===== src/rtl/fcvt_int2fp_pipe.sv =====
// Pipelined integer-to-float converter with IEEE-754 rounding and inexact flag.
// Three stages (operand prep, normalise, round/pack) behind a valid/ready handshake.
module fcvt_int2fp_pipe #(
  parameter int XLEN  = 64,
  parameter int EXP_W = 11,
  parameter int MAN_W = 52,
  parameter int TAG_W = 5
) (
  input  logic                     clk,
  input  logic                     rst_n,
  input  logic                     flush,
  input  logic                     in_valid,
  output logic                     in_ready,
  input  logic [XLEN-1:0]          in_data,
  input  logic                     in_signed,
  input  logic                     in_word,
  input  logic [2:0]               in_rm,
  input  logic [TAG_W-1:0]         in_tag,
  output logic                     out_valid,
  input  logic                     out_ready,
  output logic [EXP_W+MAN_W:0]     out_data,
  output logic                     out_nx,
  output logic [TAG_W-1:0]         out_tag
);

  localparam int LW = $clog2(XLEN);
  localparam int GI = XLEN - 2 - MAN_W;
  localparam logic [EXP_W-1:0] BIAS = {1'b0, {(EXP_W-1){1'b1}}};

  logic v1, v2, v3;
  logic en1, en2, en3;

  logic              s1_sign, s1_zero;
  logic [XLEN-1:0]   s1_mag;
  logic [LW-1:0]     s1_lead;
  logic [2:0]        s1_rm;
  logic [TAG_W-1:0]  s1_tag;

  logic              s2_sign, s2_zero, s2_g, s2_s;
  logic [MAN_W-1:0]  s2_frac;
  logic [EXP_W-1:0]  s2_exp;
  logic [2:0]        s2_rm;
  logic [TAG_W-1:0]  s2_tag;

  assign en3       = ~v3 | out_ready;
  assign en2       = ~v2 | en3;
  assign en1       = ~v1 | en2;
  assign in_ready  = en1;
  assign out_valid = v3;

  // S1: source select, sign/magnitude, leading-one position
  logic [31:0]     word_lo;
  logic [XLEN-1:0] src_word, src, mag;
  logic            sign;
  logic [LW-1:0]   lead;

  assign word_lo  = in_data[31:0];
  assign src_word = in_signed ? XLEN'(signed'(word_lo)) : XLEN'(word_lo);
  assign src      = (XLEN > 32 && in_word) ? src_word : in_data;
  assign sign     = in_signed & src[XLEN-1];
  assign mag      = sign ? (~src + 1'b1) : src;

  always_comb begin
    lead = '0;
    for (int i = 0; i < XLEN; i++) begin
      if (mag[i]) lead = LW'(i);
    end
  end

  // S2: left-justify the leading one, split into fraction/guard/sticky
  logic [LW-1:0]   shamt;
  logic [XLEN-1:0] norm, sticky_mask;
  assign shamt       = LW'(XLEN - 1) - s1_lead;
  assign norm        = s1_mag << shamt;
  assign sticky_mask = (XLEN'(1) << GI) - XLEN'(1);

  // S3: rounding increment; a carry out of the fraction bumps the exponent
  logic             inc;
  logic [MAN_W:0]   rsum;
  logic [EXP_W+MAN_W:0] packed_res;

  always_comb begin
    inc = 1'b0;
    case (s2_rm)
      3'b001:  inc = 1'b0;
      3'b010:  inc = s2_sign & (s2_g | s2_s);
      3'b011:  inc = ~s2_sign & (s2_g | s2_s);
      3'b100:  inc = s2_g;
      default: inc = s2_g & (s2_s | s2_frac[0]);
    endcase
  end

  assign rsum = {1'b0, s2_frac} + {{MAN_W{1'b0}}, inc};

  always_comb begin
    packed_res = {s2_sign, s2_exp + EXP_W'(rsum[MAN_W]), rsum[MAN_W-1:0]};
    if (s2_zero) packed_res = '0;
  end

  always_ff @(posedge clk or negedge rst_n) begin
    if (!rst_n) begin
      v1       <= 1'b0;
      v2       <= 1'b0;
      v3       <= 1'b0;
      s1_sign  <= 1'b0;
      s1_zero  <= 1'b0;
      s1_mag   <= '0;
      s1_lead  <= '0;
      s1_rm    <= '0;
      s1_tag   <= '0;
      s2_sign  <= 1'b0;
      s2_zero  <= 1'b0;
      s2_g     <= 1'b0;
      s2_s     <= 1'b0;
      s2_frac  <= '0;
      s2_exp   <= '0;
      s2_rm    <= '0;
      s2_tag   <= '0;
      out_data <= '0;
      out_nx   <= 1'b0;
      out_tag  <= '0;
    end else begin
      if (flush) begin
        v1 <= 1'b0;
        v2 <= 1'b0;
        v3 <= 1'b0;
      end else begin
        if (en1) v1 <= in_valid;
        if (en2) v2 <= v1;
        if (en3) v3 <= v2;
      end
      if (en1) begin
        s1_sign <= sign;
        s1_zero <= (mag == '0);
        s1_mag  <= mag;
        s1_lead <= lead;
        s1_rm   <= in_rm;
        s1_tag  <= in_tag;
      end
      if (en2) begin
        s2_sign <= s1_sign;
        s2_zero <= s1_zero;
        s2_frac <= norm[XLEN-2 -: MAN_W];
        s2_g    <= norm[GI];
        s2_s    <= |(norm & sticky_mask);
        s2_exp  <= EXP_W'(s1_lead) + BIAS;
        s2_rm   <= s1_rm;
        s2_tag  <= s1_tag;
      end
      if (en3) begin
        out_data <= packed_res;
        out_nx   <= ~s2_zero & (s2_g | s2_s);
        out_tag  <= s2_tag;
      end
    end
  end

endmodule

===== config.mk =====
export PLATFORM = sky130hd
export DESIGN_NAME = fcvt_int2fp_pipe
export DESIGN_NICKNAME = d
export VERILOG_FILES = /design/src/rtl/fcvt_int2fp_pipe.sv
export SDC_FILE = /design/constraint.sdc
export NUM_CORES = 1
export LEC_CHECK = 0
export CAP_MARGIN = 10
export CELL_PAD_IN_SITES_DETAIL_PLACEMENT = 0
export CELL_PAD_IN_SITES_GLOBAL_PLACEMENT = 2
export CORE_MARGIN = 1.5
export CORE_UTILIZATION = 30
export DETAILED_ROUTE_END_ITERATION = 10
export PLACE_DENSITY_LB_ADDON = 0.1
export SLEW_MARGIN = 20
export SYNTH_ARGS = -nofsm -noshare
export SYNTH_HDL_FRONTEND = slang
export SYNTH_SLANG_ARGS = --single-unit

===== constraint.sdc =====
create_clock -name clk -period 3.75 [get_ports clk]
set_input_delay 0.5625 -clock clk [delete_from_list [all_inputs] [get_ports clk]]
set_output_delay 0.5625 -clock clk [all_outputs]
set_load 0.02 [all_outputs]

==> run summary <==
Die Span Y: 239 um
initial core utilization: 0.304
Rows: 86
reg2reg end: s2_s
largest net degree at the start of global routing: 100
Post-Synthesis Cells: 2072
Nets: 2447
Tcrit/Tclk final: 0.959
max cap viols: 0
Critical Path RT: 4.16 ns
#FFs+latches synth: 227
Slew Limit Fails: 0
post-route cell area: 0.0217 mm^2
met3 wire length: 1670 um
GP Congestion: 0.883
placed cell area: 0.0208 mm^2
worst slew pin tran: 1.07 ns
TritonCTS clock tree: built
core area: 0.0552 mm^2
post-synthesis simple-gate area fraction: 0.245
fillers: 5752
Hold Fails Final Rpt: 0
sequential area share after synthesis: 0.339
routed wl met2: 27800 um
unrepaired setup endpoints after global routing: false
Crit Path Max Fanout: 19
crit path DAT: 4.00 ns
P&R area growth vs syn: 29.3%
FFs w/ async S/R, synth: 1.00
Synth Area per Inst: 8.10 um^2
r2r worst-path depth: 7
critical path type: flip-flop to flip-flop
top sig layer: met4
Primary FF master, synth: dfrtp_1
flop2flop setup slack: 0.15 ns
H-tree levels: 1
Hold Path Class: input port to asynchronous set/reset pin
RR Startpoint: s1_lead[1]
Synth top area share: 0.339
Synth Warn #: 0
post-synth net total: 2157
Die X: 239 um
die area: 0.0573 mm^2
Final Hold Slack: 0.0389 ns
Pwr per Cell Area: 476 mW/mm^2
CTS clk-pin slew, worst paths: 0.06 ns
number of port buffers: 150
Adder-Cell Fraction of Synth Area: 0.00448
share of cells above drive strength 1: 0.181
Via-to-Cell Ratio: 5.07
vias in the first global route: 15810
Clock Tree Root: clkbuf_16
first-pass GRT wire length: 92800 um
initial drt markers: 945
CP Launch Type: flip-flop
crit end category: flip-flop
Yosys top cell by area: dfrtp_1
most common cell after layout, fill and taps aside: nand2_1
clk_lat worst skew: 0.54 ns
WL met1: 27800 um
static leakage: 9.03 nW
# DRC: 0
register area: 0.00569 mm^2
total area of multi-input combinational cells: 0.0104 mm^2
Synth Cell Area: 0.0168 mm^2
post-synthesis mux area share: 0.116
WL/cell: 18.8 um
drt total wl: 58700 um
Total GRT Usage: 0.205
number of CTS-inserted buffers: 25
number of synthesized flops with an enable pin: 0
maximum VDD drop: 0.280 mV
Synth area leaders: dfrtp_1, nand2_1, o21ai_0
fmax: 278 MHz
Rel. slew slack: 0.268
Final min period: 3.60 ns
grt ovf: 0
clock buffer depth: 3
via count: 15851
XOR/XNOR Fraction of Synth Area: 0.0574
clk sinks: 227
initial antenna violation count: 0
first-pass iteration count of the detailed router: 5
ant diodes: 0
largest family of logic cells by synthesized area: simple AND/OR/NAND/NOR gates
status: completed
most frequent cells in the layout: nand2_1, buf_4, dfrtp_1
endpoints failing setup: 0
clock skew: 0.0142 ns
# IOs: 151
Yosys cell types: 88
post-DP HPWL: 46900 um
Synth Area in Compound Gates: 0.193
Hold-fix buffers, CTS: 0
antenna viol nets, final: 0
==> cell type report <==
type | count | area share
clock inverters | 10 | 0.00767
multi-input cells | 1652 | 0.479
clock buffers | 35 | 0.0329
inverters | 34 | 0.00588
flip-flops and latches | 227 | 0.262
repair buffers | 422 | 0.169
well taps | 748 | 0.0431
==> flip-flops by register name, summed over array words and instances (netlist names), 3 cells and up <==
signal / cells
out_data: 64
out_tag: 5
s1_lead: 6
s1_mag: 63
s1_rm: 3
s1_tag: 5
s2_exp: 11
s2_frac: 52
s2_rm: 3
s2_tag: 5
==> worst max path at each step <==
| stage | start | to | slack [ns] | depth (start not counted) |
|---|---|---|---|---|
| 3_5_place_dp | in_data[6] | s1_lead[0] | -0.44 | 12 |
| 2_1_floorplan | in_data[0] | s1_lead[5] | 0.24 | 12 |
| 4_1_cts | in_data[6] | s1_lead[0] | 0.14 | 12 |
| 6_report | s1_lead[1] | s2_s | 0.15 | 7 |
| 5_1_grt | in_data[7] | s1_lead[0] | 0.004 | 12 |
| 3_3_place_gp | in_data[6] | s1_lead[0] | -0.41 | 12 |
==> per-layer routing <==
metal,vias to the layer above,global-route usage
li1,7994,-
met1,7508,0.283
met2,282,0.346
met3,67,0.0162
met4,0,0.0543
met5,-,0
==> kinds of logic after synthesis <==
family          after synthesis
compound gates              524
simple gates                868
fa+ha+maj                     6
flops                       227
xor+xnor                    110
buf+inv                     193
mux                         144
==> repair_timing <==
item,in CTS,in global routing
gates resized for setup,0,10
setup buffers,0,1
setup endpoints to repair,0,13
endpoints found under the hold margin,0,0
==> cell usage after synthesis, types with 12 or more instances <==
library cell	instances
nand2_1	400
dfrtp_1	227
o21ai_0	195
nor2_1	193
clkbuf_1	115
a21oi_1	109
mux2i_1	78
xor2_1	61
nand3_1	52
xnor2_1	49
mux4_2	37
o31ai_1	35
nor3_1	34
inv_1	32
o211ai_1	32
buf_1	30
nand4_1	28
mux2_2	27
a31oi_1	21
nor4_1	21
and3_1	18
nand2b_1	18
a211oi_1	16
nor2b_1	16
a22o_1	15
a21o_1	12
==> stage by stage <==
stage	cells	util	total power [mW]	setup TNS, ns	setup WS [ns]
2_1_floorplan	2072	-	5.85	0	0.239
5_1_grt	3128	0.393	11.0	0	0.00424
4_1_cts	3127	0.392	10.5	0	0.140
3_5_place_dp	3082	0.376	7.79	-2.73	-0.443
3_3_place_gp	3082	0.376	7.76	-2.35	-0.411
6_report	3128	0.393	10.3	0	0.154
==> power by group <==
group,internal (mW),switching (mW)
clock network,1.60,1.02
logic,1.85,2.32
registers,3.03,0.500
total,6.48,3.84
==> worst max-delay path, cell delays in order, from the launching register on <==
cell       delay (ns)
dfrtp_2          0.64
mux2_2           0.40
o21ai_0          0.25
o21ai_0          0.30
or4_1            0.57
a2111oi_0        0.96
buf_4            0.26
o31ai_1          0.06
Note: power is estimated with default switching activity, not from simulation.
